--- src/rtl/hamming_stream_encoder.sv ---
`default_nettype none
// +----------------------------------------------------------------------+
// | hamming_stream_encoder: 2-stage valid/ready systematic Hamming       |
// | encoder. Macro HAMMING_SECDED_EN adds an overall parity MSB (SECDED). |
// | Rev 1.0                                                              |
// +----------------------------------------------------------------------+
module hamming_stream_encoder #(
  parameter  int DATA_W = 4,
  parameter  int CNT_W  = 16,
  localparam int PAR_W  = (DATA_W <= 1)  ? 2 :
                          (DATA_W <= 4)  ? 3 :
                          (DATA_W <= 11) ? 4 :
                          (DATA_W <= 26) ? 5 :
                          (DATA_W <= 57) ? 6 : 7,
`ifdef HAMMING_SECDED_EN
  localparam int CODE_W = DATA_W + PAR_W + 1
`else
  localparam int CODE_W = DATA_W + PAR_W
`endif
) (
  input  logic              clk,
  input  logic              rst_n,
  input  logic              clear,
  input  logic              in_valid,
  output logic              in_ready,
  input  logic [DATA_W-1:0] in_data,
  output logic              out_valid,
  input  logic              out_ready,
  output logic [CODE_W-1:0] out_code,
  output logic [CNT_W-1:0]  word_cnt
);

  // Data bits covered by parity bit j: data index i sits at the i-th
  // non-power-of-two codeword position.
  function automatic logic [DATA_W-1:0] par_mask(input int j);
    logic [DATA_W-1:0] m;
    int                d;
    m = '0;
    d = 0;
    for (int pos = 1; pos <= DATA_W + PAR_W; pos++) begin
      if ((pos & (pos - 1)) != 0) begin
        if ((((pos >> j) & 1) != 0) && (d < DATA_W)) begin
          m = m | (DATA_W'(1) << d);
        end
        d++;
      end
    end
    return m;
  endfunction

  logic              s1_valid_q, s1_valid_d;
  logic [DATA_W-1:0] s1_data_q,  s1_data_d;
  logic              s2_valid_q, s2_valid_d;
  logic [CODE_W-1:0] s2_code_q,  s2_code_d;
  logic [CNT_W-1:0]  word_cnt_q, word_cnt_d;

  logic              s2_load;
  logic              in_xfer;
  logic              out_xfer;
  logic [PAR_W-1:0]  parity;
  logic [CODE_W-1:0] code;

  for (genvar j = 0; j < PAR_W; j++) begin : g_par
    localparam logic [DATA_W-1:0] MASK = par_mask(j);
    assign parity[j] = ^(s1_data_q & MASK);
  end

`ifdef HAMMING_SECDED_EN
  assign code = {^{s1_data_q, parity}, s1_data_q, parity};
`else
  assign code = {s1_data_q, parity};
`endif

  assign s2_load   = !s2_valid_q || out_ready;
  assign in_ready  = !clear && (!s1_valid_q || s2_load);
  assign in_xfer   = in_valid && in_ready;
  assign out_xfer  = s2_valid_q && out_ready;
  assign out_valid = s2_valid_q;
  assign out_code  = s2_code_q;
  assign word_cnt  = word_cnt_q;

  always_comb begin
    s1_valid_d = s1_valid_q;
    s1_data_d  = s1_data_q;
    s2_valid_d = s2_valid_q;
    s2_code_d  = s2_code_q;
    word_cnt_d = word_cnt_q;
    if (clear) begin
      // A transfer at the sink this cycle still happens, but is not counted.
      s1_valid_d = 1'b0;
      s2_valid_d = 1'b0;
      word_cnt_d = '0;
    end else begin
      if (s2_load) begin
        s2_valid_d = s1_valid_q;
        if (s1_valid_q) begin
          s2_code_d = code;
        end
      end
      if (in_ready) begin
        s1_valid_d = in_valid;
        if (in_xfer) begin
          s1_data_d = in_data;
        end
      end
      if (out_xfer) begin
        word_cnt_d = word_cnt_q + CNT_W'(1);
      end
    end
  end

  always_ff @(posedge clk or negedge rst_n) begin
    if (!rst_n) begin
      s1_valid_q <= 1'b0;
      s1_data_q  <= '0;
      s2_valid_q <= 1'b0;
      s2_code_q  <= '0;
      word_cnt_q <= '0;
    end else begin
      s1_valid_q <= s1_valid_d;
      s1_data_q  <= s1_data_d;
      s2_valid_q <= s2_valid_d;
      s2_code_q  <= s2_code_d;
      word_cnt_q <= word_cnt_d;
    end
  end

endmodule
`default_nettype wire

--- config.mk ---
export PLATFORM = sky130hd
export DESIGN_NAME = hamming_stream_encoder
export DESIGN_NICKNAME = d
export VERILOG_FILES = /design/src/rtl/hamming_stream_encoder.sv
export SDC_FILE = /design/constraint.sdc
export NUM_CORES = 1
export LEC_CHECK = 0
export CORE_UTILIZATION = 45
export CTS_BUF_LIST = sky130_fd_sc_hd__clkbuf_4 sky130_fd_sc_hd__clkbuf_8
export DETAILED_ROUTE_END_ITERATION = 8
export PLACE_DENSITY_LB_ADDON = 0.2
export SLEW_MARGIN = 40
export SYNTH_ARGS = -nofsm -noshare
export SYNTH_HDL_FRONTEND = slang
export SYNTH_SLANG_ARGS = --single-unit
--- constraint.sdc ---
create_clock -name clk -period 3.2 [get_ports clk]
set_input_delay 0.96 -clock clk [delete_from_list [all_inputs] [get_ports clk]]
set_output_delay 0.96 -clock clk [all_outputs]
set_load 0.02 [all_outputs]
==> Yosys cells after proc, flatten, opt, wreduce, memory -nomap -nowiden <==
Cells that the tools add are included.
{ "classes": {"reduce_logical": 16, "addsub": 1, "n_mux": 6, "bitwise": 1} }
{ "op_table": {"columns": ["operator", "count"], "rows": [
  ["2-to-1 mux 16 bit", 2],
  ["adder 16 x 1 -> 16 bit (second input constant)", 1],
  ["parity 4 bit", 3],
  ["AND reduction 3 bit", 2],
  ["nonzero test 2 bit", 3],
  ["2-to-1 mux 1 bit", 4],
  ["logical AND 1 bit", 3],
  ["zero test 1 bit", 3],
  ["logical OR 1 bit", 2],
  ["inverter 1 bit", 1]
]} }
{ "totals": {"reg_bits": 29, "in_bits": 9, "elab_cells": 29} }

==> Logic depth before layout (Yosys ltp) <==
Gate-level depths: netlist of run 1.
{ "logic_depth": {"ltp_word": 6, "depth_mapped": 5, "ltp_nobuf": 5} }

==> Least setup slack after synthesis of run 1 <==
OpenSTA, ideal clock, no wires.
{ "synth_timing": {"path_kind": "input-to-output", "startpoint": "input port out_ready", "endpoint": "output port in_ready", "n_path_buf": 0, "arrival_ps": 1418, "required_time_ps": 2240, "path_stages": 2, "setup_slack_ps": 822, "cell_sequence": "nor2b_1 > a21oi_1"} }
{ "synth_via": {"elab_chain_cells": 3} }
{ "synth_lines": {"columns": ["item", "line", "text"], "rows": [
  ["from (decl)", "28", "input logic out_ready,"],
  ["logical OR 1 bit", "74", "assign s2_load = !s2_valid_q || out_ready;"],
  ["logical OR 1 bit", "75", "assign in_ready = !clear && (!s1_valid_q || s2_load);"],
  ["logical AND 1 bit", "75", null],
  ["to (decl)", "25", "output logic in_ready,"]
]} }
Every way passes these cells.

==> Worst setup path after layout of run 1 <==
Ends and elaborated chain as after synthesis.

==> summary.md, run 1 <==
| Metric | Value |
|---|---|
| RSZ-0062 raised after global routing | `false` |
| Final Total Pwr | `0.000858 W` |
| Filler cells | `~250` |
| Power per standard cell area | `475 nW/um^2` |
| Simple-gate share of the synthesized area | `roughly a fifth` |
| Crit Path Class | `primary input to output port` |
| Largest net degree at the start of global routing | `30` |
| Port Buffers | `33` |
| Routed Antenna Nets | `0` |
| Via count | `1,011` |
| CTS Buf Count | `5` |
| H-tree levels | `2` |
| Final WL | `2.48 mm` |
| MaxCap Viol Count | `0` |
| Net Sw Frac | `27.0%` |
| CP arrival | `roughly 2100 ps` |
| Worst slew pin tran | `390 ps` |
| Worst hold path type | `flop to flop` |
| Initial Util | `48.6%` |
| Ports | `34` |
| Xor/xnor share of the synthesized area | `~11%` |
| Final net count | `~180` |
| Initial antenna violation count | `0` |
| Mapped Nets | `133` |
| # diodes | `0` |
| Placed cell count | `around 190` |
| Main combinational cell family by area after synthesis | `simple AND/OR/NAND/NOR gates` |
| Final Wtd Congestion | `0.722` |
| Synthesis-stage register bit count | `29` |
| Worst-Skew Late Latency | `around 320 ps` |
| Status | `finished, violations left` |
| Initial drt markers | `34` |
| Flop pwr share | `50.7%` |
| P&R area growth vs syn | `32.7%` |
| Slew Limit Fails | `0` |
| Fin Hold WS | `487 ps` |
| First-pass GRT wire length | `4.20 mm` |
| Compound-gate portion of the synthesized area | `3.95%` |
| Die W | `about 57 um` |
| Die height | `57.0 um` |
| Share of cells above drive strength 1 | `14.5%` |
| Drt via density | `5.16` |
| # setup viols final | `0` |
| Final Cycle Share | `94.1%` |
| Cell Area, Synth | `around 1400 sq um` |
| TritonCTS clock tree | `done` |
| CP max FO | `2` |
| Hold Vio Cnt, Final | `0` |
| Clock sinks | `29` |
| Synth Area in Adders | `0.918%` |
| Wire length per cell | `between 10 and 15 um` |
| Fmax | `about 330 MHz` |
| Relative slew slack | `73.8%` |
| P_sw | `0.000231 W` |
| Worst slack, placed | `-105 ps` |
| LEAKAGE | `between 0.7 and 0.8 nW` |
| Non-filler cells, final | `196` |
| Crit path time final | `3010 ps` |
| Yosys top cell by area | `dfrtp_1` |
| Initial DRT Pass Iterations | `6` |
| CP endpoint kind | `output port` |
| Setup WS post-layout | `188 ps` |
| Reg clk slew, reported paths | `80 ps` |
| Vias in the first global route | `approximately 940` |
| Gate Count Post-Synth | `123` |
| Post-synthesis cell type count | `27` |
| Drt drc | `4` |
| Comb pwr share | `23.3%` |
| Synth top area cells | `dfrtp_1 53%, xnor2_1 6.4%, nor2_1 4.7%, xor2_1 4.5%, mux2_4 4.4%` |
| Placement row count | `19` |
| Peak supply drop | `306 uV` |
| Worst setup SP type | `primary input` |
| Failing checks | `DRC` |
| Power Internal | `0.000627 W` |
| Clock share of power | `26.1%` |
| WP data required | `~2200 ps` |
| Cell Area, Placed | `1750 sq um` |
| Gr usage total | `17.5%` |
| Core area | `about 2800 sq um` |
| Dpl hpwl | `1.83 mm` |
| Layout Skew | `roughly 8.4 ps` |
| Yosys top cell area share | `53.3%` |
| Post-synthesis mux area share | `8.54%` |
| Syn Area/Cell | `11.1 sq um` |
| DIE AREA | `3250 sq um` |
| Final Cell Area | `~1800 sq um` |
| Yosys warning count | `0` |
| Max Root-Sink Buffers | `2` |
| Root Driver | `clkbuf_4` |
| Global route overflow | `0` |
| Sequential-to-total area share from yosys stat | `53.3%` |
==> metrics by stage <==
step                utilization (%)  setup TNS [ps]
floorplan                         -               0
global route                   64.5               0
global placement               62.4           -48.0
finish                         64.5               0
detailed placement             62.4            -105
CTS                            64.5               0
==> worst max-delay path, cell delays in order <==
cell,delay [ps]
clkdlybuf4s50_1,490
nor2b_1,60
a21oi_1,180
dlygate4sd2_1,360
==> power by group through the flow <==
stage | Clock, W | Sequential, W | Combinational [W]
3_5_place_dp | 0 | 0.000441 | 0.000204
6_report | 0.000224 | 0.000435 | 0.000200
2_1_floorplan | 0 | 0.000476 | 0.0000698
5_1_grt | 0.000248 | 0.000441 | 0.000216
3_3_place_gp | 0 | 0.000441 | 0.000201
4_1_cts | 0.000234 | 0.000435 | 0.000203
==> flip-flops by register name, indices dropped and copies added (netlist names) <==
name and cells:
word_cnt 16, out_code 7, s1_data_q 4, out_valid 1, s1_valid_q 1
==> worst paths after layout <==
kind / start / to / slack [ps] / depth (start not counted)
worst max-delay path: out_ready / in_ready / 190 / 4
worst min-delay path: out_code[1] / out_code[1] / 490 / 2
worst max register to register: out_valid / out_code[4] / 1450 / 4
worst min register to register: out_code[1] / out_code[1] / 490 / 2
max in group asynchronous: rst_n / out_code[1] / 1910 / 2
min in group asynchronous: rst_n / word_cnt[1] / 1020 / 2
==> synth_stat cells <==
library cell  number
dfrtp_1           29
nor2_1            17
xnor2_1           10
nand2_1            8
xor2_1             7
a21oi_1            5
nand3_1            5
mux2_2             4
mux2_4             4
nand4_1            4
nor3_1             4
nor4_1             4
o21ai_0            4
inv_1              3
clkbuf_1           2
nor2b_1            2
a31o_2             1
and4_1             1
buf_6              1
ha_1               1
mux2_1             1
nand2_2            1
nand2b_1           1
nand4_4            1
nor3_4             1
or3_1              1
or3b_1             1
==> cells in the final DEF (no fill, tap or decap) <==
cell type,count
ha_1,1
dfrtp_1,29
nor3_1,4
clkdlybuf4s50_1,32
clkbuf_8,1
o21ai_0,4
nand3_1,5
nor2b_1,2
nor2_1,17
dlygate4sd2_1,1
nor3_4,1
buf_4,5
nand2b_1,1
nand4_4,1
a31o_2,1
mux2_2,4
xor2_1,7
a21oi_1,5
and4_1,1
nand4_1,4
xnor2_1,10
nor4_1,4
nand2_1,8
inv_1,3
mux2_4,4
or3_1,1
mux2_1,1
clkbuf_4,6
nand2_2,1
or3b_1,1
==> timing repair <==
item                       in CTS  in global routing
hold buffers                    0                  0
setup buffers                   0                  0
resized for setup               1                  0
setup endpoints to repair       1                  0
==> layer usage <==
layer  global-route usage (%)  wire [um]  up-vias
li1                         -          -      508
met1                     23.8       1230      473
met2                     25.2       1080       25
met3                     6.12        140        5
met4                     8.36         38        0
met5                        0          0        -
==> final cells by class <==
type / count / area, sq um / area share [%]
flip-flops and latches: 29 / 726 / 40.1
multi-input cells: 88 / 607 / 33.6
repair buffers: 38 / 367 / 20.3
clock buffers: 7 / 58.8 / 3.25
well taps: 31 / 38.8 / 2.15
inverters: 3 / 11.3 / 0.623
==> logic make-up after synthesis <==
group / Yosys count
and+or+nand+nor: 51
DFF: 29
xor gates and xnor gates: 17
AOI/OAI and AO/OA: 10
muxes: 9
buffers and inverters: 6
adders and majority gates: 1
(Power assumes the default switching activity.)
==> inputs of run 2 (changes only) <==
--- a/config.mk
+++ b/config.mk
@@ -9,6 +9,7 @@
 export CTS_BUF_LIST = sky130_fd_sc_hd__clkbuf_4 sky130_fd_sc_hd__clkbuf_8
 export DETAILED_ROUTE_END_ITERATION = 8
 export PLACE_DENSITY_LB_ADDON = 0.2
+export REMOVE_ABC_BUFFERS = 1
 export SLEW_MARGIN = 40
 export SYNTH_ARGS = -nofsm -noshare
 export SYNTH_HDL_FRONTEND = slang
==> summary.md, run 2 (synthesized netlist as in run 1, its figures left out) <==
| Metric | Value |
|---|---|
| Max reg flops | `16` |
| Port Buffers | `33` |
| Clock sinks | `29` |
| Routed Antenna Nets | `0` |
| Peak supply drop | `approximately 400 uV` |
| Commonest non-fill, non-tap cell in the layout | `clkdlybuf4s50_1` |
| Ports | `34` |
| Wire length per cell | `13.6 um` |
| Initial Util | `48.6%` |
| Hold Vio Cnt, Final | `0` |
| GR Util met3 | `7.48%` |
| RSZ-0062 raised after global routing | `false` |
| Global route overflow | `0` |
| Final Cell Area | `1810 sq um` |
| Initial DRT Pass Iterations | `8` |
| # diodes | `0` |
| Largest net degree at the start of global routing | `30` |
| P_sw | `0.000248 W` |
| CP endpoint kind | `output port` |
| TritonCTS clock tree | `done` |
| Multi-input logic area | `~600 sq um` |
| LEAKAGE | `a little under 0.8 nW` |
| Share of cells above drive strength 1 | `roughly 15%` |
| Final net count | `174` |
| Final setup TNS | `0 ps` |
| Slew Limit Fails | `0` |
| Failing checks | `DRC` |
| Final Total Pwr | `about 0.00089 W` |
| CP max FO | `2` |
| Reg clk slew, reported paths | `90 ps` |
| Most frequent cells in the layout | `32 x clkdlybuf4s50_1, 29 x dfrtp_1, 17 x nor2_1` |
| CTS Buf Count | `5` |
| M1 GR Usage | `between 20% and 30%` |
| Worst slack, placed | `-81.3 ps` |
| Initial drt markers | `34` |
| Relative slew slack | `~73%` |
| Initial antenna violation count | `0` |
| # setup viols final | `0` |
| H-tree levels | `2` |
| Placed cell count | `roughly 190` |
| Worst hold path type | `flop to flop` |
| Clock share of power | `28.6%` |
| Final Cycle Share | `93.6%` |
| P&R area growth vs syn | `33.0%` |
| GR Util met2 | `30.3%` |
| Flop pwr share | `49.0%` |
| CP arrival | `between 2000 and 2500 ps` |
| Root Driver | `clkbuf_4` |
| DIE AREA | `~3300 sq um` |
| Final Wtd Congestion | `0.702` |
| Busiest grt layer | `met2` |
| Layout Skew | `11.6 ps` |
| Setup WS post-layout | `205 ps` |
| First-pass GRT wire length | `4.65 mm` |
| Non-filler cells, final | `196` |
| Status | `finished, violations left` |
| Vias in the first global route | `approximately 1,000` |
| Core area | `2810 sq um` |
| Final WL | `2.67 mm` |
| Via count | `between 1,000 and 1,500` |
| Filler cells | `225` |
| Die W | `57.0 um` |
| Drt drc | `4` |
| Cell Area, Placed | `1740 sq um` |
| Comb pwr share | `between 20% and 30%` |
| MaxCap Viol Count | `0` |
| Gr usage total | `between 10% and 20%` |
| Power per standard cell area | `slightly below 500 nW/um^2` |
| WP data required | `2240 ps` |
| Drt via density | `5.26` |
| Crit Path Class | `primary input to output port` |
| Worst setup SP type | `primary input` |
| Fmax | `334 MHz` |
| Net Sw Frac | `27.9%` |
| Reg area | `approximately 730 sq um` |
| Dpl hpwl | `between 1.5 and 2 mm` |
| Crit path time final | `3000 ps` |
| Placement row count | `19` |
| Worst slew pin tran | `401 ps` |
| Post-CTS Hold Fix Bufs | `0` |
| Worst-Skew Late Latency | `330 ps` |
| Power Internal | `about 0.00064 W` |
| Die height | `57.0 um` |
| Max Root-Sink Buffers | `2` |
run 2: cell types whose count changed in the layout (fill, tap and decap cells not counted), sizes merged:
| cell | previous run | this run |
|---|---|---|
| buf | 5 | 4 |
| clkinv | 0 | 1 |
run 2: worst paths after layout:
kind	start	end	slack [ps]	depth (start not counted)
worst min register to register	out_code[2]	out_code[2]	490	2
max in group asynchronous	rst_n	word_cnt[4]	1920	2
worst max register to register	out_valid	out_code[6]	1420	4
min in group asynchronous	rst_n	word_cnt[7]	990	2
worst max-delay path	out_ready	in_ready	200	4
worst min-delay path	out_code[2]	out_code[2]	490	2
run 2: per-layer routing:
| metal | vias to the layer above | share of wire, % |
|---|---|---|
| met5 | - | 0 |
| met4 | 0 | 1.8 |
| met1 | 500 | 47 |
| met3 | 6 | 4.2 |
| li1 | 501 | - |
| met2 | 23 | 47 |
run 2: cell type report:
type	instances	share of cell area, %
Clock buffer	7	3.59
Clock inverter	1	0.276
Inverter	3	0.622
Multi-Input combinational cell	88	33.5
Sequential cell	29	40.1
Tap cell	31	2.14
Timing Repair Buffer	37	19.8
run 2: stage by stage:
step / hold WS (ps) / util, %
floorplan: 502 / -
global placement: 469 / 62.1
detailed placement: 474 / 62.1
CTS: 495 / 64.6
global route: 525 / 64.6
finish: 493 / 64.6
run 2: worst max-delay path, cell delays in order:
cell and delay [ps]:
clkdlybuf4s50_1 480, nor2b_1 60, a21oi_1 170, dlygate4sd2_1 350
run 2: what timing repair did:
action	in CTS	in global routing
setup buffers	0	0
resized for setup	1	0
endpoints found under the setup margin	1	0
run 2: power by group through the flow:
stage                      logic, W  clock network (W)  registers, W
after detailed placement   0.000202                  0      0.000442
after global placement     0.000199                  0      0.000441
final                      0.000199           0.000254      0.000435
after CTS                  0.000201           0.000263      0.000436
after global routing       0.000215           0.000284      0.000440
after floorplan           0.0000658                  0      0.000476
==> inputs of run 3 (changes only) <==
--- a/config.mk
+++ b/config.mk
@@ -5,11 +5,14 @@
 export SDC_FILE = /design/constraint.sdc
 export NUM_CORES = 1
 export LEC_CHECK = 0
+export CORE_ASPECT_RATIO = 1.1
 export CORE_UTILIZATION = 45
 export CTS_BUF_LIST = sky130_fd_sc_hd__clkbuf_4 sky130_fd_sc_hd__clkbuf_8
 export DETAILED_ROUTE_END_ITERATION = 8
 export PLACE_DENSITY_LB_ADDON = 0.2
+export RECOVER_POWER = 50
 export REMOVE_ABC_BUFFERS = 1
+export SETUP_SLACK_MARGIN = 0.5
 export SLEW_MARGIN = 40
 export SYNTH_ARGS = -nofsm -noshare
 export SYNTH_HDL_FRONTEND = slang
==> summary.md, run 3 (synthesized netlist as in run 1, its figures left out) <==
| Metric | Value |
|---|---|
| CP Buf/Inv Count | `2` |
| # setup viols final | `0` |
| Initial DRT Pass Iterations | `5` |
| H-tree levels | `2` |
| Final Wtd Congestion | `roughly 0.76` |
| Initial antenna violation count | `0` |
| RSZ-0062 raised after global routing | `false` |
| Worst slew pin tran | `1500 ps` |
| P&R area growth vs syn | `31.3%` |
| Peak supply drop | `362 uV` |
| DIE AREA | `3250 sq um` |
| Die W | `roughly 54 um` |
| WP data required | `roughly 2200 ps` |
| Die height | `~60 um` |
| Max Root-Sink Buffers | `2` |
| Top delay family on crit path | `buffers and inverters` |
| R2R Path End | `out_code[5]` |
| First-pass GRT wire length | `about 4.5 mm` |
| Port Buffers | `33` |
| Initial Util | `48.2%` |
| Hold Vio Cnt, Final | `0` |
| R2R setup slack | `1460 ps` |
| Dpl hpwl | `1.92 mm` |
| Filler cells | `258` |
| Most frequent cells in the layout | `29 x clkdlybuf4s50_1, 29 x dfrtp_1, 17 x nor2_1` |
| Routed Antenna Nets | `0` |
| Register-to-Register Path Depth | `4` |
| Power per standard cell area | `480 nW/um^2` |
| LEAKAGE | `0.775 nW` |
| Fmax | `between 300 and 400 MHz` |
| CP max stage delay | `230 ps` |
| Worst-Skew Late Latency | `between 300 and 400 ps` |
| Hold depth | `2` |
| Final Cycle Share | `80.8%` |
| Wire length per cell | `13.5 um` |
| Layout Skew | `13.3 ps` |
| Core area | `2830 sq um` |
| Status | `finished, violations left` |
| Root Driver | `clkbuf_4` |
| Crit path time final | `2590 ps` |
| Failing checks | `capacitance limit, slew limit` |
| Worst slack, placed | `-114 ps` |
| Hold wc startpoint | `out_code[2]` |
| Largest net degree at the start of global routing | `30` |
| Global route overflow | `0` |
| Clock sinks | `29` |
| Reg clk slew, reported paths | `90 ps` |
| Setup WS post-layout | `615 ps` |
| Slew Limit Fails | `29` |
| CP cell instances | `dlygate4sd2_1, nor2b_1, a21oi_1, buf_6` |
| Crit Path Class | `primary input to output port` |
| TritonCTS clock tree | `done` |
| Final net count | `174` |
| Final setup TNS | `0 ps` |
| Ports | `34` |
| Relative slew slack | `-0.287%` |
| Hold Path End | `out_code[2]` |
| Reg2reg start | `out_valid` |
| CP arrival | `1630 ps` |
| Worst hold path type | `flop to flop` |
| MaxCap Viol Count | `1` |
| CP max-delay cell | `a21oi_1` |
| Postcts setup bufs | `0` |
| Share of cells above drive strength 1 | `12.7%` |
| Max reg flops | `16` |
| Placement row count | `20` |
| Initial drt markers | `17` |
| CTS Buf Count | `5` |
| CP endpoint kind | `output port` |
| Vias in the first global route | `around 1,000` |
| Final WL | `about 2.7 mm` |
| Drt via density | `5.29` |
| Worst setup SP type | `primary input` |
| # diodes | `0` |
| CP max FO | `2` |
| Drt drc | `0` |
| Gr usage total | `20.5%` |
| Via count | `1,048` |
-- run 3: changes by cell type in the layout (fill, tap and decap cells not counted), moves of 2 or more --
cell and change:
clkdlybuf4s50_1 -3, clkbuf_1 +3, buf_4 -3, clkbuf_8 -2
-- run 3: tightest hold or removal path: stages (launching register included) --
cell and delay, ps:
dfrtp_1 350, nand2_1 50, o21ai_0 60
-- run 3: layout make-up --
class	count	area, sq um	area share [%]
Clock buffer	6	45.0	2.52
Clock inverter	2	10.0	0.559
Inverter	3	11.3	0.629
Multi-Input combinational cell	88	604	33.8
Sequential cell	29	726	40.6
Tap cell	33	41.3	2.31
Timing Repair Buffer	37	352	19.7
-- run 3: layer usage --
| layer | GRT usage [%] | wire [um] |
|---|---|---|
| met1 | 24.8 | 1100 |
| met2 | 32.1 | 1380 |
| met5 | 0 | 0 |
| met3 | 7.89 | 127 |
| met4 | 8.79 | 52 |
-- run 3: where the power goes --
| group | internal (W) | switching (W) |
|---|---|---|
| registers | 0.000405 | 0.0000295 |
| logic | 0.000107 | 0.0000936 |
| clock network | 0.0000920 | 0.000131 |
-- run 3: worst max-delay path by stage --
stage | startpoint | end | slack [ps] | depth (start not counted)
6_report | out_ready | in_ready | 610 | 4
5_1_grt | rst_n | s1_data_q[0] | 360 | 2
4_1_cts | clear | in_ready | 520 | 3
3_5_place_dp | out_ready | in_ready | -110 | 4
3_3_place_gp | out_ready | in_ready | -70 | 4
2_1_floorplan | out_ready | in_ready | 820 | 2
-- run 3: through the flow --
stage          instances  area [sq um]  hold slack [ps]  total power, W  util [%]
5_1_grt              198          1790              540        0.000914      63.3
2_1_floorplan        120          1340              502        0.000541         -
3_5_place_dp         190          1750              484        0.000646      61.7
4_1_cts              198          1810              508        0.000875      63.9
6_report             198          1790              501        0.000858      63.3
3_3_place_gp         190          1750              478        0.000641      61.7
-- run 3: what timing repair did --
action                                  in CTS  in global routing
gates cloned                                 0                  0
gates resized for setup                      9                  1
pin swaps                                    1                  0
endpoints found under the setup margin       1                  1
hold buffers                                 0                  0
